`src/rtl/hsid_x_word_unpacker.sv`:
```
// Word FIFO + element splitter between the OBI reader word stream and the distance datapath.
// Optional HSID_X_UNPACK_MSB_FIRST_EN emits the most significant element of each word first.
module hsid_x_word_unpacker #(
  parameter int WORD_WIDTH  = 32,
  parameter int ELEM_WIDTH  = 16,
  parameter int BAND_WIDTH  = 8,
  parameter int FIFO_DEPTH  = 4,
  parameter int PIXEL_WIDTH = 16
) (
  input  logic                   clk,
  input  logic                   rst_n,
  input  logic                   start,
  input  logic                   clear,
  input  logic [BAND_WIDTH-1:0]  band_count,
  input  logic                   data_in_valid,
  input  logic [WORD_WIDTH-1:0]  data_in,
  output logic                   elem_valid,
  input  logic                   elem_ready,
  output logic [ELEM_WIDTH-1:0]  elem_data,
  output logic                   elem_last_band,
  output logic [PIXEL_WIDTH-1:0] pixel_count,
  output logic                   fifo_full,
  output logic                   overflow,
  output logic                   idle
);

  localparam int EPW   = WORD_WIDTH / ELEM_WIDTH;
  localparam int SUB_W = (EPW > 1) ? $clog2(EPW) : 1;
  localparam int PTR_W = $clog2(FIFO_DEPTH);

  localparam logic [SUB_W-1:0]      SUB_LAST = SUB_W'(EPW - 1);
  localparam logic [SUB_W-1:0]      SUB_ONE  = SUB_W'(1);
  localparam logic [PTR_W:0]        CNT_FULL = (PTR_W + 1)'(FIFO_DEPTH);
  localparam logic [BAND_WIDTH-1:0] BAND_ONE = BAND_WIDTH'(1);

  typedef enum logic [1:0] {
    ST_IDLE  = 2'd0,
    ST_RUN   = 2'd1,
    ST_CLEAR = 2'd2
  } state_t;

  state_t state_q, state_d;

  logic [WORD_WIDTH-1:0]  mem [FIFO_DEPTH];
  logic [PTR_W-1:0]       wr_ptr, rd_ptr;
  logic [PTR_W:0]         count;
  logic [SUB_W-1:0]       sub_q;
  logic [SUB_W-1:0]       slice_idx;
  logic [BAND_WIDTH-1:0]  band_cnt;
  logic [BAND_WIDTH-1:0]  cur_bands;
  logic [PIXEL_WIDTH-1:0] pixel_q;
  logic                   overflow_q;

  logic [EPW-1:0][ELEM_WIDTH-1:0] head_elems;
  logic run, xfer, pop, push_req, push, drop, last_hit;

  // FSM: the run never ends by itself; only clear leaves RUN.
  always_comb begin
    state_d = state_q;
    idle    = 1'b0;
    case (state_q)
      ST_IDLE: begin
        idle = 1'b1;
        if (start && !clear) state_d = ST_RUN;
      end
      ST_RUN:   if (clear) state_d = ST_CLEAR;
      ST_CLEAR: state_d = ST_IDLE;
      default:  state_d = ST_IDLE;
    endcase
  end

  always_ff @(posedge clk or negedge rst_n) begin
    if (!rst_n) state_q <= ST_IDLE;
    else        state_q <= state_d;
  end

  // Stream handshake: an element moves when elem_valid && elem_ready; outputs hold while stalled.
  always_comb begin
    run        = (state_q == ST_RUN);
    head_elems = mem[rd_ptr];
`ifdef HSID_X_UNPACK_MSB_FIRST_EN
    slice_idx  = SUB_LAST - sub_q;
`else
    slice_idx  = sub_q;
`endif
    elem_valid     = run && (count != '0);
    elem_data      = elem_valid ? head_elems[slice_idx] : '0;
    last_hit       = (band_cnt == cur_bands - BAND_ONE);
    elem_last_band = elem_valid && last_hit;
    xfer           = elem_valid && elem_ready;
    pop            = xfer && (sub_q == SUB_LAST);
    fifo_full      = (count == CNT_FULL);
    push_req       = run && data_in_valid;
    // A full FIFO still accepts a word when the head is popped in the same cycle.
    push           = push_req && (!fifo_full || pop);
    drop           = push_req && fifo_full && !pop;
    pixel_count    = pixel_q;
    overflow       = overflow_q;
  end

  always_ff @(posedge clk) begin
    if (push) mem[wr_ptr] <= data_in;
  end

  always_ff @(posedge clk or negedge rst_n) begin
    if (!rst_n) begin
      wr_ptr     <= '0;
      rd_ptr     <= '0;
      count      <= '0;
      sub_q      <= '0;
      band_cnt   <= '0;
      cur_bands  <= '0;
      pixel_q    <= '0;
      overflow_q <= 1'b0;
    end else if (state_q == ST_CLEAR) begin
      wr_ptr     <= '0;
      rd_ptr     <= '0;
      count      <= '0;
      sub_q      <= '0;
      band_cnt   <= '0;
      pixel_q    <= '0;
      overflow_q <= 1'b0;
    end else begin
      if (state_q == ST_IDLE && start && !clear)
        cur_bands <= (band_count == '0) ? '1 : band_count;
      if (push) wr_ptr <= wr_ptr + 1'b1;
      if (pop)  rd_ptr <= rd_ptr + 1'b1;
      case ({push, pop})
        2'b10:   count <= count + 1'b1;
        2'b01:   count <= count - 1'b1;
        default: count <= count;
      endcase
      if (xfer) begin
        sub_q <= (sub_q == SUB_LAST) ? '0 : sub_q + SUB_ONE;
        if (last_hit) begin
          band_cnt <= '0;
          pixel_q  <= pixel_q + 1'b1;
        end else begin
          band_cnt <= band_cnt + BAND_ONE;
        end
      end
      if (drop) overflow_q <= 1'b1;
    end
  end

endmodule
```
`config.mk`:
```
export PLATFORM = sky130hd
export DESIGN_NAME = hsid_x_word_unpacker
export DESIGN_NICKNAME = d
export VERILOG_FILES = /design/src/rtl/hsid_x_word_unpacker.sv
export SDC_FILE = /design/constraint.sdc
export NUM_CORES = 1
export LEC_CHECK = 0
export ABC_AREA = 1
export BUFFER_PORTS_ARGS = -buffer_cell sky130_fd_sc_hd__buf_4
export CAP_MARGIN = 20
export CORE_MARGIN = 8
export CORE_UTILIZATION = 30
export CTS_CLUSTER_DIAMETER = 40
export DETAILED_ROUTE_END_ITERATION = 7
export HOLD_SLACK_MARGIN = 0.15
export PLACE_DENSITY = 0.49
export SLEW_MARGIN = 5
export SYNTH_ARGS = -nofsm -noshare
export SYNTH_HDL_FRONTEND = slang
export SYNTH_SLANG_ARGS = --single-unit
```
`constraint.sdc`:
```
create_clock -name clk -period 3.2 [get_ports clk]
set_input_delay 0.64 -clock clk [delete_from_list [all_inputs] [get_ports clk]]
set_output_delay 0.64 -clock clk [all_outputs]
set_load 0.1 [all_outputs]
```
## Word level (Yosys, flattened, before mapping)

Memories as Yosys holds them, arrays and structs flattened.
Index checks and enable logic that the tools add are counted.

| word-level totals | value |
|---|---|
| register bits | 43 |
| latch bits | 0 |
| memory bits (writable) | 128 |
| memory bits (read-only) | 0 |
| output and inout bits | 37 |
| logic and storage cells | 82 |
| memories | 1 |

Memories:

| memory | depth | bits a word | rd ports | clocked after memory_dff | wr ports | RTL line | RTL |
|---|---|---|---|---|---|---|---|
| mem | 4 | 32 | 1 | 0 | 1 | 44 | `logic [WORD_WIDTH-1:0] mem [FIFO_DEPTH];` |

| operators by class | value |
|---|---|
| $add $sub $neg | 8 |
| multiply operators | 0 |
| div/mod/pow operators | 0 |
| magnitude comparators | 1 |
| equality and inequality tests | 8 |
| shifts and indexed selects | 0 |
| mux-type cells | 27 |
| bitwise logic cells | 1 |
| reduce and logical (&&, ||, !) cells | 27 |

Operator list:

| kind | number |
|---|---|
| 16-bit two-way mux | 6 |
| 8-bit two-way mux | 4 |
| 16-bit by 1-bit adder with 16-bit output (second input constant) | 1 |
| 2-bit two-way mux | 6 |
| 1-bit logical AND | 11 |
| 2-bit nonzero test | 5 |
| 8-bit by 1-bit adder with 8-bit output (second input constant) | 1 |
| 8-bit equality test | 1 |
| 8-bit zero test | 1 |
| 1-bit two-way mux | 8 |
| 8-bit by 1-bit subtractor with 8-bit output (second input constant) | 1 |
| 3-bit case mux with 2 select lines | 1 |
| 2-bit AND reduction | 3 |
| 3-bit nonzero test | 2 |
| 2-bit by 1-bit adder with 2-bit output (second input constant) | 2 |
| 2-bit by 1-bit equality test with 1-bit output (second input constant) | 2 |
| 2-bit equality test (second input constant) | 2 |
| 2-bit != test (second input constant) | 2 |
| 2-bit case mux with 2 select lines | 1 |
| 3-bit by 1-bit adder with 3-bit output (second input constant) | 1 |
| 3-bit equality test (second input constant) | 1 |
| 1-bit zero test | 3 |
| 3-bit two-way mux | 1 |
| 3-bit by 1-bit subtractor with 3-bit output (second input constant) | 1 |
| other kinds (5) | 5 |

## Depth between registers and ports, before layout

| logic depth | value |
|---|---|
| word-level depth | 9 |
| depth in mapped cells | 15 |

## Worst setup path after synthesis

Ideal clock, no wire load.

| timing path | value |
|---|---|
| kind | reg-to-output |
| from | register state_q[1] |
| to | output elem_data[11] |
| data arrival time | 3526 ps |
| required time | 2560 ps |
| path slack | -966 ps |
| stages on the path, launching flop included | 7 |
| path buffers | 1 |
| cells stage by stage | dfrtp_1 > nor2_4 > nand2_1 > inv_1 > clkbuf_1 > o21ai_0 > a31oi_1 |

| on the way | value |
|---|---|
| longest elaborated chain between the ends | 3 |

RTL lines:

| item | RTL line | RTL |
|---|---|---|
| from (decl) | 42 | `state_t state_q, state_d;` |
| from (signal assigned) | 74 | `else state_q <= state_d;` |
| 2-bit by 1-bit equality test with 1-bit output | 79 | `run = (state_q == ST_RUN);` |
| 1-bit logical AND | 86 | `elem_valid = run && (count != '0);` |
| named net elem_valid | 17 | `output logic elem_valid,` |
| 16-bit two-way mux | 87 | `elem_data = elem_valid ? head_elems[slice_idx] : '0;` |
| to (decl) | 19 | `output logic [ELEM_WIDTH-1:0] elem_data,` |

The timed path passes the listed nets, and every way through them passes these cells.

## Worst setup path in the final report

| timing path | value |
|---|---|
| from | register cur_bands[0] |
| to | output elem_last_band |

| on the way | value |
|---|---|
| longest elaborated chain between the ends | 3 |

RTL lines:

| item | RTL line | RTL |
|---|---|---|
| from (decl) | 50 | `logic [BAND_WIDTH-1:0] cur_bands;` |
| from (signal assigned) | 125 | `cur_bands <= (band_count == '0) ? '1 : band_count;` |
| 8-bit by 1-bit subtractor with 8-bit output | 88 | `last_hit = (band_cnt == cur_bands - BAND_ONE);` |
| 8-bit equality test | 88 |  |
| 1-bit logical AND | 89 | `elem_last_band = elem_valid && last_hit;` |
| to (decl) | 20 | `output logic elem_last_band,` |

No other way between the ends.

==> results.py <==
metrics = {
    "route": {
        "drt-initial-drc-count": 388,
        "num_vias": 5406,
        "final_antenna_net_count": 0,
        "vias_per_cell": 4.636,
        "drt-total-wl_mm": 18.98,
        "wl_per_cell_um": 16.28,
        "drc": 0,
        "first_pass_iters": 4,
    },
    "timing": {
        "setup_tns_ns": 0,
        "fin_crit_sh_pct": 93.51,
        "grt_setup_unrepaired": "no",
        "relSlewSlack_pct": 55.92,
        "drv_slew": 0,
        "finalClockSkew_ns": 0.01849,
        "finalSetupViolations": 0,
        "min_period_ns": 2.992,
        "fmax_ghz": 0.3342,
        "worstMarginPinSlew_ns": 0.6605,
        "finalHoldViolations": 0,
    },
    "logic_synthesis": {
        "synth_xor_area_share_pct": 2.074,
        "yosys.area_share.simple_pct": 17.00,
        "syn_nets": 793,
        "synth_compound_area_share_pct": 10.44,
        "ys_types": 32,
        "synth_top_area_share_pct": 50.57,
        "synth.area.top_cells": "edfxtp_1, dfrtp_1, nor2_1, o21ai_0, nand2_1",
        "synth_top_family_by_area": "simple AND/OR/NAND/NOR gates",
        "avgSynthCellArea_um2": 10.29,
        "yosys.area.top_type": "edfxtp_1",
        "ys_ff_latch": 171,
        "ys_seq_area_share_pct": 64.72,
        "synth.mux.area_fraction_pct": 0,
        "synthesis.area_mm2": 0.007601,
        "synth_fa_ha_area_share_pct": 1.416,
        "ys_warn_count": 0,
        "syn-instance-count": 739,
    },
    "power": {
        "p_per_area_mw_per_mm2": 758.6,
        "vdd_drop_max_mv": 0.3495,
        "leakagePower_nw": 3.665,
    },
    "worst_setup_path": {
        "critPathBufInv": 3,
        "rrSetupSlack_ns": 0.84,
        "worstSetupPathType": "flip-flop to output pin",
        "cp.required_ns": 2.56,
        "max_stage_delay_ns": 0.41,
        "arrival_ns": 2.35,
        "critPathLaunchType": "flip-flop",
        "crit_family": "simple AND/OR/NAND/NOR gates",
        "crit_path_end_kind": "output pin",
        "cp_common_cell": "nor2_1",
        "worstPathCellList": "inv_2 -> ha_1 -> nand2_1 -> inv_1 -> nor2_1 -> nand2_1 -> nor2_1 -> nand3_1 -> nor2_2 -> nand2_2 -> nor2_1 -> buf_4",
        "critPathMaxFanout": 5,
        "cp_slowest_cell": "dfrtp_1",
    },
    "floorplanning": {
        "fp.dieW_um": 175.2,
        "io_pins": 83,
        "dieArea_mm2": 0.03069,
        "fp.dieH_um": 175.2,
        "num_rows": 58,
        "core-area_mm2": 0.02504,
        "initial_core_util_pct": 30.36,
    },
    "global_routing": {
        "antenna_found_initial": 1,
        "grt_overflow": 0,
        "grt_pass1_wl_mm": 30.66,
        "grt_pass1_vias": 5554,
        "grt_max_degree": 66,
        "grt_usage_pct": 12.75,
    },
    "placement": {
        "place_area_mm2": 0.008787,
        "io_buffers": 82,
        "place_congestion": 0.7432,
        "dp_cells": 1133,
        "dpl.hpwl_mm": 12.19,
    },
    "cells_and_area": {
        "finalInstanceArea_mm2": 0.009455,
        "nets": 876,
        "drive_gt1_share_pct": 19.88,
        "n_fill_cell": 2508,
        "syn2layout_area_growth_pct": 24.40,
        "utilization_pct": 37.77,
        "stdcell_count": 1166,
    },
    "clocking": {
        "cts_sinks": 171,
        "tritoncts": "done",
        "hold_buffers": 0,
        "cts_buffer_depth": 2,
        "clk_pin_slew_ns": 0.08,
        "numCtsBuffers": 17,
        "clk_latency_ns": 0.43,
        "htree_levels": 4,
        "cts-root-buf": "clkbuf_16",
    },
    "run": {
        "maxCapViolations": 0,
    },
    "outcome": {
        "outcome": "complete, no violations",
    },
    "hold_path": {
        "hold_class": "input port to asynchronous set/reset pin",
    },
}
==> cell type report <==
| cell class | instances | area (um2) | area share [%] |
|---|---|---|---|
| Antenna cell | 1 | 2.502 | 0.02647 |
| Inverter | 48 | 185.2 | 1.958 |
| Multi-Input combinational cell | 487 | 2495 | 26.39 |
| Clock buffer | 17 | 425.4 | 4.499 |
| Tap cell | 330 | 412.9 | 4.367 |
| Clock inverter | 15 | 227.7 | 2.408 |
| Sequential cell | 171 | 4921 | 52.04 |
| Timing Repair Buffer | 97 | 785.8 | 8.310 |
==> timing repair <==
action,CTS,global route
pin swaps,0,0
cloned,0,0
setup endpoints to repair,14,10
setup buffers,0,0
resized for setup,2,3
==> kinds of logic (layout without fill, tap and decap cells) <==
kind of cell | after synthesis | after routing
flip-flops | 171 | 171
buffers and inverters | 81 | 177
adder cells (fa/ha/maj) | 8 | 8
AND/OR/NAND/NOR | 314 | 314
AO/OA/AOI/OAI | 147 | 147
XOR/XNOR | 18 | 18
other | 0 | 1
==> state kept, by name, summed over array words and instances, names as in the netlist <==
name         count
band_cnt         8
count            3
cur_bands        8
mem            128
overflow         1
pixel_count     16
rd_ptr           2
slice_idx        1
state_q          2
wr_ptr           2
==> worst reg2reg max path, stage by stage (launching register included) <==
cell     delay, ns
dfrtp_1       0.42
nor2_4        0.17
nand3_2       0.16
nor2_2        0.17
inv_2         0.08
a21oi_2       0.19
inv_1         0.22
nor2_4        0.12
buf_4         0.46
==> through the flow <==
| step | hold slack, ns | worst slack (ns) | power [mW] |
|---|---|---|---|
| 2_1_floorplan | 0.3444 | 0.01807 | 4.369 |
| 3_3_place_gp | 0.5144 | 0.3737 | 5.017 |
| 3_5_place_dp | 0.5193 | 0.3294 | 5.023 |
| 4_1_cts | 0.2048 | 0.04290 | 7.251 |
| 5_1_grt | 0.2344 | 0.04863 | 7.596 |
| 6_report | 0.1948 | 0.2075 | 7.173 |
==> power by group <==
part,internal (mW),switching [mW]
logic,0.602,1.61
registers,2.60,0.148
clock network,1.12,1.10
==> placed cells by master (no fill, tap or decap), drive strengths merged, types with 7 or more instances in the layout <==
master | Yosys | layout
a21oi | 17 | 17
a31oi | 17 | 17
buf | 11 | 97
clkbuf | 22 | 17
dfrtp | 43 | 43
edfxtp | 128 | 128
ha | 7 | 7
inv | 48 | 57
nand2 | 106 | 106
nand3 | 36 | 36
nor2 | 157 | 157
nor3 | 8 | 8
o21ai | 92 | 92
o22ai | 16 | 16
xor2 | 13 | 13
==> per-layer routing <==
layer  vias up  share of wire, %  global-route usage (%)
li1       2705                 -                       -
met1      2591                49                   17.13
met2        99                47                   20.19
met3        11               3.6                   2.828
met4         0               1.2                   3.921
met5         -                 0                       0
==> final timing paths <==
| check | from | to | cells after the start |
|---|---|---|---|
| setup / recovery | cur_bands[0]$_DFFE_PN0P_ | elem_last_band | 12 |
| hold / removal | rst_n | pixel_count[9]$_DFFE_PN0P_ | 1 |
| max in group asynchronous | rst_n | rd_ptr[0]$_DFFE_PN0P_ | 1 |
| setup reg to reg | state_q[1]$_DFFE_PN0P_ | mem[2][21]$_DFFE_PP_ | 8 |
| hold reg to reg | pixel_count[15]$_DFFE_PN0P_ | pixel_count[15]$_DFFE_PN0P_ | 2 |
| min in group clk | data_in[3] | mem[2][3]$_DFFE_PP_ | 1 |
==> synth_stat cells <==
master      n
dfrtp_1    43
edfxtp_1  128
o21ai_0    91
clkbuf_1   22
inv_2       3
nor4_1      1
xor2_1     13
a31oi_1    17
buf_2       6
nor2_2      3
fa_1        1
nor2_4      1
a22oi_1     5
xnor2_1     5
nand3_1    35
nand2_2     2
nand2_4     2
nor2_1    153
o21ai_1     1
buf_1       1
nand2_1   102
buf_6       1
nor3_1      8
nand3_2     1
nor3b_1     1
nand4_1     5
ha_1        7
o22ai_1    16
buf_4       3
inv_1      45
a21oi_1    16
a21oi_2     1
(Power assumes the default switching activity.)
